File: config.mk
export PLATFORM = sky130hd
export DESIGN_NAME = rob_commit_ring
export DESIGN_NICKNAME = d
export VERILOG_FILES = /design/src/rtl/rob_pkg.sv /design/src/rtl/rob_commit_select.sv /design/src/rtl/rob_commit_ring.sv
export SDC_FILE = /design/constraint.sdc
export NUM_CORES = 2
export LEC_CHECK = 0
export ABC_AREA = 0
export BUFFER_PORTS_ARGS = -buffer_cell sky130_fd_sc_hd__buf_2
export CORE_MARGIN = 4
export CORE_UTILIZATION = 45
export CTS_BUF_LIST = sky130_fd_sc_hd__clkbuf_2
export DETAILED_ROUTE_END_ITERATION = 16
export SLEW_MARGIN = 20
export SYNTH_ARGS = -nofsm -noshare
export SYNTH_HDL_FRONTEND = slang
export SYNTH_HIERARCHICAL = 1
export SYNTH_SLANG_ARGS = --single-unit
File: constraint.sdc
create_clock -name clk_in -period 8.5 [get_ports clk_in]
set_input_delay 1.7 -clock clk_in [delete_from_list [all_inputs] [get_ports clk_in]]
set_output_delay 1.7 -clock clk_in [all_outputs]
set_load 0.02 [all_outputs]
File: src/rtl/rob_pkg.sv
// Shared sizing, entry payload and status types for the reorder buffer.
package rob_pkg;
  localparam int ROB_ENTRIES   = 8;
  localparam int INSTR_Q_WIDTH = 2;
  localparam int PHYS_W        = 7;

  typedef enum logic [1:0] {
    ST_FREE = 2'd0,
    ST_BUSY = 2'd1,
    ST_DONE = 2'd2,
    ST_EXC  = 2'd3
  } rob_status_t;

  typedef struct packed {
    logic [63:0]       pc;
    logic [7:0]        uopcode;
    logic              is_store;
    logic [4:0]        dest_arch;
    logic [PHYS_W-1:0] dest_phys;
    logic [PHYS_W-1:0] old_phys;
    logic [PHYS_W-1:0] st_addr_phys;
    logic [PHYS_W-1:0] st_data_phys;
  } rob_slot_t;
endpackage

File: src/rtl/rob_commit_select.sv
// Combinational in-order retire scan over the head lanes; stops at the first
// lane that cannot retire and flags it when that lane holds an exception.
module rob_commit_select
  import rob_pkg::*;
#(
  parameter int COMMIT_W = 2,
  parameter int CNT_W    = 4,
  localparam int RW      = $clog2(COMMIT_W + 1)
) (
  input  logic                en_i,
  input  logic [CNT_W-1:0]    count_i,
  input  logic                store_ready_i,
  input  rob_status_t         lane_status_i [COMMIT_W],
  input  logic [COMMIT_W-1:0] lane_store_i,
  output logic [COMMIT_W-1:0] retire_o,
  output logic [RW-1:0]       n_retire_o,
  output logic                exc_o,
  output logic [RW-1:0]       exc_lane_o
);
  always_comb begin
    logic go;
    logic store_used;
    retire_o   = '0;
    n_retire_o = '0;
    exc_o      = 1'b0;
    exc_lane_o = '0;
    go         = en_i;
    store_used = 1'b0;
    for (int j = 0; j < COMMIT_W; j++) begin
      if (go && (int'(count_i) > j)) begin
        // The store commit path takes at most one store per cycle.
        if (lane_status_i[j] == ST_DONE &&
            (!lane_store_i[j] || (store_ready_i && !store_used))) begin
          retire_o[j] = 1'b1;
          n_retire_o  = n_retire_o + 1'b1;
          store_used  = store_used | lane_store_i[j];
        end else begin
          exc_o      = (lane_status_i[j] == ST_EXC);
          exc_lane_o = RW'(j);
          go         = 1'b0;
        end
      end else begin
        go = 1'b0;
      end
    end
  end
endmodule

File: src/rtl/rob_commit_ring.sv
// Circular ROB: multi-wide allocate at tail, out-of-order writeback, in-order commit
// from head (combinational, same-edge retire); head exception -> one TRAP cycle and squash.
module rob_commit_ring
  import rob_pkg::*;
#(
  parameter int                   DEPTH      = ROB_ENTRIES,
  parameter int                   DISPATCH_W = INSTR_Q_WIDTH,
  parameter int                   COMMIT_W   = 2,
  parameter int                   WB_PORTS   = 4,
  parameter int                   ADDR_BITS  = 64,
  parameter logic [ADDR_BITS-1:0] TRAP_VEC   = '0,
  localparam int                  IDX_W      = $clog2(DEPTH),
  localparam int                  CNT_W      = $clog2(DEPTH + 1),
  localparam int                  DW         = $clog2(DISPATCH_W + 1)
) (
  input  logic                 clk_in,
  input  logic                 rst_N_in,
  input  logic                 flush_in,
  input  logic [DW-1:0]        disp_count_in,
  input  rob_slot_t            disp_entries_in [DISPATCH_W],
  output logic                 disp_ready_out,
  output logic [IDX_W-1:0]     disp_idx_out [DISPATCH_W],
  input  logic [WB_PORTS-1:0]  wb_valid_in,
  input  logic [IDX_W-1:0]     wb_idx_in [WB_PORTS],
  input  logic [WB_PORTS-1:0]  wb_exc_in,
  input  logic                 store_ready_in,
  output logic [COMMIT_W-1:0]  commit_valid_out,
  output rob_slot_t            commit_slot_out [COMMIT_W],
  output logic                 redirect_valid_out,
  output logic [ADDR_BITS-1:0] redirect_pc_out,
  output logic [ADDR_BITS-1:0] epc_out,
  output logic [CNT_W-1:0]     count_out,
  output logic                 full_out,
  output logic                 empty_out
);
  localparam int PW = IDX_W + 1;
  localparam int RW = $clog2(COMMIT_W + 1);

  typedef enum logic {S_RUN, S_TRAP} state_t;

  state_t               state_q, state_d;
  logic [PW-1:0]        head_q, head_d, tail_q, tail_d, count;
  rob_status_t          status_q [DEPTH];
  rob_status_t          status_d [DEPTH];
  rob_slot_t            slot_q [DEPTH];
  rob_slot_t            slot_d [DEPTH];
  logic [ADDR_BITS-1:0] epc_q, epc_d;

  rob_status_t          lane_status [COMMIT_W];
  logic [COMMIT_W-1:0]  lane_store, retire;
  logic [RW-1:0]        n_retire, exc_lane;
  logic                 exc_hit, scan_en, do_disp;

  // Wrap bit on head/tail separates full from empty when the low bits match.
  assign count          = tail_q - head_q;
  assign scan_en        = (state_q == S_RUN) && !flush_in;
  assign disp_ready_out = (state_q == S_RUN) && ((PW'(DEPTH) - count) >= PW'(DISPATCH_W));
  assign do_disp        = disp_ready_out && (disp_count_in != '0);

  assign commit_valid_out   = retire;
  assign redirect_valid_out = (state_q == S_TRAP);
  assign redirect_pc_out    = redirect_valid_out ? TRAP_VEC : '0;
  assign epc_out            = epc_q;
  assign count_out          = CNT_W'(count);
  assign full_out           = (count == PW'(DEPTH));
  assign empty_out          = (count == '0);

  always_comb begin
    logic [IDX_W-1:0] li;
    li = '0;
    for (int j = 0; j < COMMIT_W; j++) begin
      li                 = head_q[IDX_W-1:0] + IDX_W'(j);
      lane_status[j]     = status_q[li];
      lane_store[j]      = slot_q[li].is_store;
      commit_slot_out[j] = slot_q[li];
    end
    for (int i = 0; i < DISPATCH_W; i++) begin
      disp_idx_out[i] = tail_q[IDX_W-1:0] + IDX_W'(i);
    end
  end

  rob_commit_select #(
    .COMMIT_W(COMMIT_W),
    .CNT_W   (PW)
  ) u_sel (
    .en_i         (scan_en),
    .count_i      (count),
    .store_ready_i(store_ready_in),
    .lane_status_i(lane_status),
    .lane_store_i (lane_store),
    .retire_o     (retire),
    .n_retire_o   (n_retire),
    .exc_o        (exc_hit),
    .exc_lane_o   (exc_lane)
  );

  always_comb begin
    logic [IDX_W-1:0] wi;
    wi       = '0;
    state_d  = state_q;
    head_d   = head_q;
    tail_d   = tail_q;
    status_d = status_q;
    slot_d   = slot_q;
    epc_d    = epc_q;
    if (flush_in || state_q == S_TRAP) begin
      state_d = S_RUN;
      head_d  = '0;
      tail_d  = '0;
      for (int k = 0; k < DEPTH; k++) status_d[k] = ST_FREE;
    end else begin
      for (int j = 0; j < COMMIT_W; j++) begin
        if (retire[j]) begin
          wi           = head_q[IDX_W-1:0] + IDX_W'(j);
          status_d[wi] = ST_FREE;
        end
      end
      head_d = head_q + PW'(n_retire);
      if (exc_hit) begin
        state_d = S_TRAP;
        wi      = head_q[IDX_W-1:0] + IDX_W'(exc_lane);
        epc_d   = ADDR_BITS'(slot_q[wi].pc);
      end
      // Only BUSY targets complete; an exception on any port for the index wins.
      for (int p = 0; p < WB_PORTS; p++) begin
        if (wb_valid_in[p] && status_q[wb_idx_in[p]] == ST_BUSY) begin
          status_d[wb_idx_in[p]] =
            (wb_exc_in[p] || status_d[wb_idx_in[p]] == ST_EXC) ? ST_EXC : ST_DONE;
        end
      end
      if (do_disp) begin
        for (int i = 0; i < DISPATCH_W; i++) begin
          if (DW'(i) < disp_count_in) begin
            wi           = tail_q[IDX_W-1:0] + IDX_W'(i);
            slot_d[wi]   = disp_entries_in[i];
            status_d[wi] = ST_BUSY;
          end
        end
        tail_d = tail_q + PW'(disp_count_in);
      end
    end
  end

  always_ff @(posedge clk_in or negedge rst_N_in) begin
    if (!rst_N_in) begin
      state_q <= S_RUN;
      head_q  <= '0;
      tail_q  <= '0;
      epc_q   <= '0;
      for (int k = 0; k < DEPTH; k++) begin
        status_q[k] <= ST_FREE;
        slot_q[k]   <= '0;
      end
    end else begin
      state_q  <= state_d;
      head_q   <= head_d;
      tail_q   <= tail_d;
      epc_q    <= epc_d;
      status_q <= status_d;
      slot_q   <= slot_d;
    end
  end
endmodule

Yosys cells after proc, flatten, opt, wreduce, memory -nomap -nowiden
Index checks and enable logic that the tools add are counted.
{ "classes": {"addsub": 8, "n_bitwise": 21, "n_eq_ne": 13, "n_reduce_logical": 37, "n_mux": 114, "magnitude_cmp": 22} }
{ "op_table": {"columns": ["cell", "n"], "rows": [
  ["2-to-1 mux 848 bit", 4],
  ["bitwise mux 848 bit", 2],
  ["binary-select mux 106 bit (select 3 bit)", 3],
  ["2-to-1 mux 106 bit", 8],
  ["demux 106 bit (select 3 bit)", 2],
  ["2-to-1 mux 16 bit", 18],
  ["bitwise mux 16 bit", 4],
  ["2-to-1 mux 2 bit", 31],
  ["binary-select mux 2 bit (select 3 bit)", 10],
  ["demux 2 bit (select 3 bit)", 8],
  ["greater-or-equal comparator 4 bit (second input constant)", 9],
  ["inverter 3 -> 4 bit", 9],
  ["bitwise AND 16 bit", 2],
  ["less-than comparator 4 x 1 -> 1 bit (second input constant)", 8],
  ["inverter 16 bit", 2],
  ["2-to-1 mux 1 bit", 21],
  ["logical AND 1 bit", 20],
  ["bitwise AND 8 bit", 2],
  ["== test 2 bit (second input constant)", 8],
  ["inverter 8 bit", 2],
  ["OR 8 bit", 2],
  ["2-to-1 mux 4 bit", 3],
  ["adder 4 x 2 -> 4 bit", 2],
  ["== test 2 x 1 -> 1 bit (second input constant)", 4],
  ["other kinds (15)", 31]
]} }
{ "word_totals": {"reg_bits": 937, "output_inout_bits": 356, "in_bits": 238, "wordCells": 291} }

Logic depth before layout (Yosys ltp)
{ "depth": {"word_depth": 61, "depth_mapped": 27, "ltp_nobuf": 25} }

Hierarchy
Netlist, hierarchy kept.
{ "modules_own_cells": {"columns": ["mod", "area_per_inst_um2", "instances", "seq_area_each_um2", "cells_per_inst"], "rows": [
  ["rob_commit_ring", 59156.7, 1, 23447.5, 6014],
  ["rob_commit_select", 188.9, 1, 0.0, 21]
]} }

Worst setup path before layout
No wires, ideal clock.
{ "synth_timing": {"path_type": "register -> register", "start": "register head_q[0]", "end": "register status_q[10] (netlist name)", "n_path_buf": 5, "required_time_ps": 8374, "period_less_slack_ps": 7313, "arrival_ps": 7187, "path_stages_with_launch": 27, "slack_ps": 1187, "setup_time_ps": 126, "cell_sequence": "dfrtp_1 > buf_2 > clkbuf_1 > clkbuf_1 > buf_1 > mux4_2 > nand2_1 > nand2_1 > or2b_1 > nor4b_4 > nor4b_4 > nor3b_1 > mux2i_1 > o22a_1 > o211ai_2 > a21oi_1 > a211o_1 > or4_1 > buf_2 > a21o_1 > a41o_1 > nor3_2 > a21oi_2 > a31oi_1 > a2111oi_0 > o31a_1 > a311o_1"} }
{ "synth_rtl": {"columns": ["element", "line", "text"], "rows": [
  ["start, declared", "rob_commit_ring.sv:42", "logic [PW-1:0] head_q, head_d, tail_q, tail_d, count;"],
  ["start signal, assigned", "rob_commit_ring.sv:147", "head_q <= '0;"],
  ["start signal, assigned", "rob_commit_ring.sv:156", "head_q <= head_d;"],
  ["end signal, assigned", "rob_commit_ring.sv:159", "status_q <= status_d;"],
  ["end, declared", "rob_commit_ring.sv:43", "rob_status_t status_q [DEPTH];"]
]} }

==> results.py <==
metrics = {
    "synth": {
        "netlist_area_um2": 59300,
        "synth.most_common_cell": "nor2_1",
        "synthTopCellsByCount": "952 x nor2_1, 937 x dfrtp_1, 929 x a21oi_1",
        "async_reset_ff_share_pct": 100,
        "synthFlopType": "dfrtp_1",
        "yosys_warnings": 6,
        "yosys.area.top_type": "dfrtp_1",
        "ys_ff_latch": 937,
        "synth_seq_area_share_pct": 39.5,
        "yosysTopAreaCellShare_pct": 39.5,
        "ys_types": 85,
        "synth-edff-count": 0,
        "synthTopCellsByArea": "dfrtp_1 40%, mux4_2 21%, o22ai_1 8.6%, a21oi_1 7.8%, nor2_1 6.0%",
        "syn-instance-count": 6035,
        "syn_area_per_cell_um2": 9.83,
    },
    "floorplan": {
        "die_h_um": 371,
        "die_w_um": 371,
        "initial_core_util_pct": 45.5,
        "ios": 594,
        "rows": 132,
        "core_area_um2": 130000,
        "die-area_um2": 138000,
    },
    "setup_path": {
        "end_kind": "output pin",
        "path_class": "flop to output pin",
        "cpLargestDelayFamily": "buffers and inverters",
        "crit_chain": "ha_4 -> buf_4 -> buf_4 -> mux4_2 -> mux2_2 -> buf_2",
        "path_common_cell": "buf_4",
        "cp_data_arrival_time_ns": 6.09,
        "slowest_stage": "ha_4",
        "r2r_slack_ns": 1.31,
        "cp_max_fo": 45,
        "cp_num_buf_inv": 3,
        "required_ns": 6.80,
        "cp_slowest_stage_delay_ns": 0.96,
        "critPathLaunchType": "flop",
    },
    "routing": {
        "wl_per_cell_um": 31.1,
        "post-route-drc-count": 0,
        "vias_per_cell": 6.90,
        "met3_length_um": 32700,
        "drt_wl_total_um": 253000,
        "dr_wl_met2_um": 114000,
        "wl_met1_um": 93300,
        "routed.top_layer": "met5",
        "vias": 56100,
        "drtPass1Iterations": 6,
        "drt-initial-drc-count": 7469,
        "antenna_left": 0,
    },
    "status": {
        "status": "complete, no violations",
    },
    "global_routing": {
        "grtUsageTotal_pct": 36.0,
        "gr-total-overflow": 0,
        "first_global_vias": 55400,
        "grt_pass1_wl_um": 372000,
        "grt_max_degree": 181,
        "antenna_found_initial": 68,
    },
    "placed_design": {
        "port-buffer-count": 529,
        "place.gp.congestion": 0.896,
        "hpwl_um": 140000,
    },
    "power": {
        "peakVddDrop_uv": 286,
        "p_leak_nw": 25.9,
        "power_density_nw_per_um2": 342,
    },
    "sta": {
        "min_period_ns": 7.79,
        "fmax_mhz": 128,
        "grt_setup_unrepaired": "no",
        "relSlewSlack_pct": 16.5,
        "period_share_pct": 91.6,
        "drv_slew": 0,
        "tightest_slew_ns": 1.25,
        "skew_ns": 0.167,
        "tns_ns": 0,
        "setup_viol": 0,
        "hold_violations": 0,
    },
    "job": {
        "maxCapViolCount": 0,
    },
    "clock_tree": {
        "numCtsBuffers": 288,
        "clockBufferDepth": 4,
        "clock_latency_ns": 1.70,
        "ctsHoldBuffers": 1,
        "tritoncts": "done",
        "clkTransAtPathRegs_ns": 0.10,
        "h-tree-depth": 5,
        "cts.sinks": 937,
        "cts_resized": 0,
        "post_cts_buffers": 0,
        "cts-root-buf": "clkbuf_2",
    },
    "worst_hold_path": {
        "hold_path.class": "primary input to flop",
    },
    "finish": {
        "n_fill_cell": 12200,
        "syn_to_final_growth_pct": 9.06,
        "utilization_pct": 49.7,
        "nets": 6423,
        "drive_gt1_share_pct": 28.3,
    },
}
==> final timing paths <==
kind | from | to | cells past startpoint
hold reg to reg | slot_q[345] | slot_q[345] | 2
setup / recovery | head_q[1] | commit_slot_out[83] | 6
min in group asynchronous | rst_N_in | slot_q[837] | 2
hold / removal | flush_in | tail_q[1] | 2
max in group asynchronous | rst_N_in | slot_q[391] | 4
setup reg to reg | head_q[1] | status_q[4] | 24
==> layout make-up <==
type	instances	area, um2	area share (%)
multi-input cells	4275	32800	50.7
flip-flops and latches	937	23500	36.2
repair buffers	635	3720	5.76
well taps	1742	2180	3.37
clock buffers	415	2080	3.21
clock inverters	44	194	0.300
diodes	52	130	0.201
inverters	31	121	0.188
==> cells by family (layout without fill, tap and decap cells) <==
group                    Yosys count  after routing  synth area share, %
adder cells (fa/ha/maj)           17             17                0.409
multiplexers                     760            760                 25.0
AO/OA/AOI/OAI                   1912           1912                 18.6
XOR/XNOR                          12             12                0.177
buffers and inverters            886           1125                 6.06
other                              2            117               0.0127
flip-flops                       937            937                 39.5
AND/OR/NAND/NOR                 1509           1509                 10.2
==> where the power goes <==
group | total (W) | switching [W] | internal [W]
sequential | 0.00840 | 0.00196 | 0.00644
clock | 0.00342 | 0.00212 | 0.00131
combinational | 0.0103 | 0.00608 | 0.00425
==> cell usage in the layout (no fill, tap or decap), types with 34 or more instances in the layout <==
cell type / Yosys / routed
o22ai_1: 817 / 817
mux2i_1: 79 / 79
a21oi_1: 929 / 921
buf_4: 68 / 84
buf_2: 7 / 528
dfrtp_1: 937 / 934
mux2_2: 116 / 116
nor2_1: 952 / 951
mux4_2: 564 / 564
o21ai_0: 34 / 34
diode_2: 0 / 52
nand2_1: 412 / 406
clkbuf_2: 1 / 415
conb_1: 2 / 65
clkinv_1: 2 / 40
==> stage by stage <==
stage                     instances  setup WS [ns]  cell area, um2  power, W  hold WS (ns)
after floorplan                6098           1.19           59600    0.0148         0.461
after global placement         7617           1.21           62300    0.0182         0.488
after detailed placement       7618           1.15           62300    0.0185         0.508
after CTS                      8078          0.397           64600    0.0219        0.0937
after global routing           8106          0.212           64700    0.0234         0.118
final                          8131          0.714           64700    0.0222         0.269
==> routing by layer <==
layer	track usage, %	vias to the layer above
li1	-	22800
met1	47.0	28200
met2	54.1	4125
met3	11.7	896
met4	17.7	46
met5	0	-
==> flip-flops by register name (all words and copies together) (netlist names) <==
register,count
slot_q,848
epc_out,64
status_q,16
head_q,4
tail_q,4
redirect_valid_out,1
Power figures use the tool's default switching activity.
